### src/rtl/img_pkg.sv
// ============================================================================
// Module  : img_pkg
// Brief   : Shared types and defaults for the image frame sequencer and buffer.
// Revision: 1.0 - initial release
// ============================================================================
`default_nettype none

package img_pkg;

  localparam int IMG_D_BITS = 8;
  localparam int IMG_N      = 400;
  localparam int HDR_BYTES  = 4;

  typedef enum logic [2:0] {
    IDLE    = 3'd0,
    HDR     = 3'd1,
    LOAD    = 3'd2,
    RD_REQ  = 3'd3,
    RD_DATA = 3'd4,
    GAP     = 3'd5
  } state_t;

  // A frame must carry at least one byte and fit in the buffer.
  function automatic logic len_legal(input logic [31:0] len, input logic [31:0] max_len);
    return (len != 32'd0) && (len <= max_len);
  endfunction

endpackage

`default_nettype wire

### src/rtl/img_frame_seq.sv
// ============================================================================
// Module  : img_frame_seq
// Brief   : Parses a 4-byte LE length header from UART RX, loads the payload
//           into the line buffer, then drains it to UART TX paced by tx_busy.
//           Optional macro RX_TIMEOUT_EN adds an RX inter-byte timeout.
// Revision: 1.0 - initial release
// ============================================================================
`default_nettype none

module img_frame_seq
  import img_pkg::*;
#(
  parameter int D_BITS    = IMG_D_BITS,
  parameter int N         = IMG_N,
  parameter int TO_CYCLES = 1_000_000
) (
  input  logic              i_clk,
  input  logic              reset,
  input  logic [D_BITS-1:0] rx_data,
  input  logic              rx_valid,
  input  logic              tx_busy,
  output logic              tx_start,
  output logic [D_BITS-1:0] tx_data,
  output logic [31:0]       buf_len,
  output logic              buf_wr_en,
  output logic [D_BITS-1:0] buf_wr_data,
  output logic              buf_rd_en,
  input  logic [D_BITS-1:0] buf_rd_data,
  output logic              busy,
  output logic              frame_done,
  output logic              err_len
);

  if (TO_CYCLES < 1) begin : g_bad_to_cycles
    $error("TO_CYCLES must be at least 1");
  end

  state_t            state_q, state_d;
  logic [1:0]        hdr_cnt_q, hdr_cnt_d;
  logic [31:0]       len_q, len_d;
  logic [31:0]       buf_len_q, buf_len_d;
  logic [31:0]       wr_cnt_q, wr_cnt_d;
  logic [31:0]       rd_cnt_q, rd_cnt_d;
  logic [D_BITS-1:0] tx_data_q, tx_data_d;
  logic              tx_start_q, tx_start_d;
  logic              frame_done_q, frame_done_d;
  logic              err_len_q, err_len_d;
  logic              w_wr_en;
  logic              w_rd_en;
`ifdef RX_TIMEOUT_EN
  logic [31:0]       to_cnt_q, to_cnt_d;
`endif

  always_comb begin
    state_d      = state_q;
    hdr_cnt_d    = hdr_cnt_q;
    len_d        = len_q;
    buf_len_d    = buf_len_q;
    wr_cnt_d     = wr_cnt_q;
    rd_cnt_d     = rd_cnt_q;
    tx_data_d    = tx_data_q;
    tx_start_d   = 1'b0;
    frame_done_d = 1'b0;
    err_len_d    = 1'b0;
    w_wr_en      = 1'b0;
    w_rd_en      = 1'b0;

    case (state_q)
      IDLE: begin
        if (rx_valid) begin
          len_d     = {24'd0, rx_data[7:0]};
          hdr_cnt_d = 2'd1;
          state_d   = HDR;
        end
      end
      HDR: begin
        if (rx_valid) begin
          case (hdr_cnt_q)
            2'd1:    len_d[15:8]  = rx_data[7:0];
            2'd2:    len_d[23:16] = rx_data[7:0];
            default: len_d[31:24] = rx_data[7:0];
          endcase
          hdr_cnt_d = hdr_cnt_q + 2'd1;
          if (hdr_cnt_q == 2'(HDR_BYTES - 1)) begin
            if (len_legal(len_d, 32'(N))) begin
              buf_len_d = len_d;
              wr_cnt_d  = 32'd0;
              state_d   = LOAD;
            end else begin
              err_len_d = 1'b1;
              state_d   = IDLE;
            end
          end
        end
      end
      LOAD: begin
        if (rx_valid) begin
          w_wr_en  = 1'b1;
          wr_cnt_d = wr_cnt_q + 32'd1;
          if (wr_cnt_q == len_q - 32'd1) begin
            rd_cnt_d = 32'd0;
            state_d  = RD_REQ;
          end
        end
      end
      RD_REQ: begin
        if (!tx_busy) begin
          w_rd_en = 1'b1;
          state_d = RD_DATA;
        end
      end
      RD_DATA: begin
        // Buffer read data is valid here, one cycle after the read strobe.
        tx_data_d  = buf_rd_data;
        tx_start_d = 1'b1;
        rd_cnt_d   = rd_cnt_q + 32'd1;
        state_d    = GAP;
      end
      GAP: begin
        if (rd_cnt_q == len_q) begin
          frame_done_d = 1'b1;
          state_d      = IDLE;
        end else begin
          state_d = RD_REQ;
        end
      end
      default: state_d = IDLE;
    endcase

`ifdef RX_TIMEOUT_EN
    to_cnt_d = 32'd0;
    if ((state_q == HDR || state_q == LOAD) && !rx_valid) begin
      if (to_cnt_q == 32'(TO_CYCLES - 1)) begin
        err_len_d = 1'b1;
        state_d   = IDLE;
      end else begin
        to_cnt_d = to_cnt_q + 32'd1;
      end
    end
`endif
  end

  always_ff @(posedge i_clk) begin
    if (!reset) begin
      state_q      <= IDLE;
      hdr_cnt_q    <= 2'd0;
      len_q        <= 32'd0;
      buf_len_q    <= 32'd0;
      wr_cnt_q     <= 32'd0;
      rd_cnt_q     <= 32'd0;
      tx_data_q    <= '0;
      tx_start_q   <= 1'b0;
      frame_done_q <= 1'b0;
      err_len_q    <= 1'b0;
`ifdef RX_TIMEOUT_EN
      to_cnt_q     <= 32'd0;
`endif
    end else begin
      state_q      <= state_d;
      hdr_cnt_q    <= hdr_cnt_d;
      len_q        <= len_d;
      buf_len_q    <= buf_len_d;
      wr_cnt_q     <= wr_cnt_d;
      rd_cnt_q     <= rd_cnt_d;
      tx_data_q    <= tx_data_d;
      tx_start_q   <= tx_start_d;
      frame_done_q <= frame_done_d;
      err_len_q    <= err_len_d;
`ifdef RX_TIMEOUT_EN
      to_cnt_q     <= to_cnt_d;
`endif
    end
  end

  assign tx_start    = tx_start_q;
  assign tx_data     = tx_data_q;
  assign buf_len     = buf_len_q;
  assign buf_wr_en   = w_wr_en;
  assign buf_wr_data = (state_q == LOAD) ? rx_data : '0;
  assign buf_rd_en   = w_rd_en;
  assign busy        = (state_q != IDLE);
  assign frame_done  = frame_done_q;
  assign err_len     = err_len_q;

endmodule

`default_nettype wire

### config.mk
export PLATFORM = sky130hd
export DESIGN_NAME = img_frame_seq
export DESIGN_NICKNAME = d
export VERILOG_FILES = /design/src/rtl/img_pkg.sv /design/src/rtl/img_frame_seq.sv
export SDC_FILE = /design/constraint.sdc
export NUM_CORES = 1
export LEC_CHECK = 0
export BUFFER_PORTS_ARGS = -buffer_cell sky130_fd_sc_hd__buf_2
export CAP_MARGIN = 10
export CORE_ASPECT_RATIO = 2
export CORE_MARGIN = 2
export CORE_UTILIZATION = 45
export CTS_BUF_LIST = sky130_fd_sc_hd__clkbuf_4 sky130_fd_sc_hd__clkbuf_8 sky130_fd_sc_hd__clkbuf_16
export DETAILED_ROUTE_END_ITERATION = 8
export SETUP_SLACK_MARGIN = 0.3
export SLEW_MARGIN = 20
export SYNTH_ARGS = -nofsm -noshare
export SYNTH_HDL_FRONTEND = slang
export SYNTH_SLANG_ARGS = --single-unit
### constraint.sdc
create_clock -name i_clk -period 5.1 [get_ports i_clk]
set_input_delay 0.255 -clock i_clk [delete_from_list [all_inputs] [get_ports i_clk]]
set_output_delay 0.255 -clock i_clk [all_outputs]
set_load 0.01 [all_outputs]
# After elaboration in Yosys (flattened, before gate mapping)
# Index checks and enable logic that the tools add are counted.
# totals
reg_bits,144
latch_bits,0
ramBits,0
romBits,0
in_bits,20
memories,0
# classes
addsub,4
n_mul,0
div_mod_pow,0
n_lt_le_gt_ge,1
n_eq_ne,17
n_shift,0
mux,40
bitwise,0
n_reduce_logical,16
# op_table
operator,n
$mux W32,7
$pmux W32 S2,2
$mux W8,10
$add A32 B1 Y32 const B,2
$eq A32 B32 Y1,2
$pmux W24 S2,1
$le A32 B9 Y1 const B,1
$reduce_bool A32 Y1,1
$sub A32 B1 Y32 const B,1
$mux W24,1
$mux W3,6
$pmux W3 S6,1
$ne A2 B2 Y1 const B,7
$mux W2,4
$reduce_and A4 Y1,2
$mux W1,7
$eq A3 B2 Y1 const B,2
$eq A3 B3 Y1 const B,2
$reduce_and A3 Y1,2
$reduce_and A6 Y1,1
$reduce_bool A2 Y1,3
$reduce_and A5 Y1,1
$eq A2 B2 Y1 const B,2
$pmux W2 S2,1
other kinds (8),9

# Depth between registers and ports, before layout
# logic_depth
depth_word,11
depth_mapped,14
depth_no_buf,11

# Worst setup path after synthesis
# OpenSTA, ideal clock, no wires.
# synth_path
path_kind,register to register
start,register len_q[0]
end,register rd_cnt_q[24]
setup_time_ns,0.070
arrival_time_ns,3.459
slack_ns,1.571
path_stages_with_launch,14
path_buffers,2
synth_period_minus_slack_ns,3.529
cell_sequence,dfxtp_1 clkbuf_1 inv_1 ha_1 nor3b_4 nand3_2 or4_1 or3_1 a21o_1 a311oi_2 a21oi_2 buf_6 or4_1 a21oi_1
# synth_between
elab_chain_cells,4
# synth_rtl
item,line_no,source
from (decl),img_frame_seq.sv:40,"logic [31:0] len_q, len_d;"
from (signal assigned),img_frame_seq.sv:161,len_q <= len_d;
$sub A32 B1 Y32,img_frame_seq.sv:100,if (wr_cnt_q == len_q - 32'd1) begin
$eq A32 B32 Y1,img_frame_seq.sv:100,
$ne A2 B2 Y1 (no line),--,
$reduce_and A3 Y1 (no line),--,
to (signal assigned),img_frame_seq.sv:164,rd_cnt_q <= rd_cnt_d;
to (decl),img_frame_seq.sv:43,"logic [31:0] rd_cnt_q, rd_cnt_d;"
# Every way passes these cells.
# A chain may end at the register's enable or synchronous reset.

# Worst setup path in the final report
# layout_path
start,register len_q[4]
end,register rd_cnt_q[15]
# Same word-level chain as after synthesis.

==> out/qor.csv <==
metric,value,unit
syn_to_final_growth,12.0,%
io_buffers,73,
num_vias,7428,
synth_edf_count,0,
synthFlopType,dfxtp_1,
critical_path_class,flop to flop,
h-tree-depth,4,
setup_viol_count_final,0,
rsz0062_at_grt,false,
gp_congestion,0.942,
drc,0,
finalMaxSlewViolations,0,
pre_cts_slack,1.09,ns
critPathMaxFanout,61,
grt_max_degree,62,
fin_ws,0.986,ns
viasPerCell,5.90,
wl_per_cell,19.3,um
hpwl,18.0,mm
clkLatencyLatePin,0.43,ns
avgSynthCellArea,7.88,um^2
clock-root-buffer,clkbuf_16,
ir_drop,199,uV
cp.arrival,4.46,ns
synthCells,1013,
async_reset_ff_share,0,%
cts_hold_buf,0,
antenna_cells,0,
clock_power_share,45.5,%
seqPwrFrac,42.3,%
core,0.0174,mm^2
finalCriticalPeriod,4.11,ns
cap_viol_max_count,0,
fin_cells,1259,
postCtsSetupBuffers,0,
yosys_warnings,0,
rows,68,
p_sw,790,uW
layout_common_cells,"dfxtp_1, nand2_1, nor2_1",
initial_core_util,46.0,%
hold-worst-slack,0.0587,ns
cts-buffers-inserted,17,
postLayoutCellArea,0.00894,mm^2
p_int,1960,uW
skew,0.0123,ns
final_nets,1063,
clkSlewWorstSetupHoldPaths,0.07,ns
num_io_pins,74,
cts_resized,0,
cp.required,5.45,ns
syn_area,0.00798,mm^2
synth_cell_types,62,
routed_wl,24.3,mm
die_h,192,um
maxSlewHeadroom,31.4,%
hold_viol,0,
grtUsageTotal,25.5,%
place_area,0.00835,mm^2
status,"finished, final reports clean",
hp-class,primary input to flop,
overflow,0,
clock-sinks,144,
grt_pass1_vias,7091,
drive_above_1_share,12.0,%
endpoint_kind,flop,
critical_path.startpoint_type,flop,
fillers,1746,
final_antenna_net_count,0,
p_sw_share,28.7,%
fin_crit_sh,80.7,%
final.setup.tns,0,ns
yosysSeqAreaShare,36.1,%
clockBufferDepth,2,
antenna_found_initial,0,
power_density,308,mW/mm^2
cts_tree,built,
worst_pin_slew,1.03,ns
final_common_cell,dfxtp_1,
max_freq,0.243,GHz
dieWidth,98.2,um
place_inst,1227,
syn_nets,1040,
synth-seq-cells,144,
p_leak,0.00366,uW
dieArea,0.0189,mm^2
combPwrFrac,12.2,%
grt_pass1_wl,37.7,mm
drtIter0Drc,515,
first_pass_iters,5,
==> stage by stage <==
step / total power [uW] / util (%)
final: 2750 / 51.5
after global placement: 1520 / 48.1
after CTS: 2770 / 51.5
after global routing: 2840 / 51.5
after floorplan: 1430 / -
after detailed placement: 1520 / 48.1
==> power by group through the flow <==
stage / Sequential (uW) / Clock, uW / Combinational [uW]
final: 1160 / 1250 / 335
after global routing: 1160 / 1310 / 363
after CTS: 1160 / 1270 / 330
after detailed placement: 1190 / 0 / 329
after global placement: 1190 / 0 / 329
after floorplan: 1170 / 0 / 260
==> state kept, by name, indices dropped and copies added, names as in the netlist, 2 cells and up <==
signal,count
buf_len,32
len_q,32
rd_cnt_q,32
wr_cnt_q,32
tx_data,8
state_q,3
hdr_cnt_q,2
==> area by class of cell <==
type                    instances  area [um^2]  area share [%]
clock buffers                  18          439            4.91
clock inverters                14          145            1.62
inverters                      37          139            1.55
multi-input cells             754         4640            51.9
flip-flops and latches        144         2880            32.3
well taps                     210          263            2.94
repair buffers                 82          433            4.84
==> cells in the mapped netlist, types with 3 or more instances <==
cell      count  area share, %
and2_1       24            1.9
a21boi_0      8           0.75
and3_1       42            3.3
nor2b_1       4           0.31
nand3_1      33            2.1
clkbuf_1     63            3.0
o211ai_1      7           0.66
buf_6         4           0.56
buf_1         4           0.19
a211oi_1      4           0.38
o21ai_0      47            2.9
or4_1        28            2.6
a22oi_1      24            2.3
mux2i_1      13            1.6
or3_1        26            2.0
inv_1        37            1.7
buf_2         7           0.44
o21a_1        3           0.28
ha_1          7            1.1
and4_1        4           0.44
nor4_1       27            2.1
nand4_1      23            1.8
xor2_1       57            6.3
nor3_1       19            1.2
nand2_1     108            5.1
o31ai_1      21            2.0
a21oi_1      54            3.4
dfxtp_1     144             36
xnor2_1      41            4.5
nor2_1       91            4.3
==> critical path, stage by stage, from the launching register on <==
cell	delay, ns
dfxtp_1	0.40
nor3_1	0.54
nand4_1	0.52
or4_1	0.67
o41a_1	0.13
o31a_1	0.15
a311oi_2	0.45
a21oi_4	0.09
buf_4	0.32
or4_1	0.57
a21oi_1	0.18
==> cell families (layout without fill, tap and decap cells) <==
logic type / after synthesis / after routing / synth area share (%)
simple gates: 447 / 447 / 29.5
mux: 14 / 14 / 1.77
flops: 144 / 144 / 36.1
xor+xnor: 98 / 98 / 10.8
fa+ha+maj: 7 / 7 / 1.10
buf+inv: 115 / 151 / 5.89
compound gates: 188 / 188 / 14.9
==> worst paths after layout <==
path	from	cells past startpoint	slack, ns	end
max reg2reg	len_q[4]	10	0.99	rd_cnt_q[15]
max	len_q[4]	10	0.99	rd_cnt_q[15]
min	buf_rd_data[7]	3	0.06	tx_data[7]
min reg2reg	tx_data[5]	2	0.45	tx_data[5]
==> metal layers <==
metal	vias up	global-route usage (%)	share of wire, %
met1	3502	26.0	37
met2	194	47.2	53
met3	99	3.55	3.0
met4	0	18.2	7.0
li1	3633	-	-
met5	-	0	0
Power figures use the tool's default switching activity.
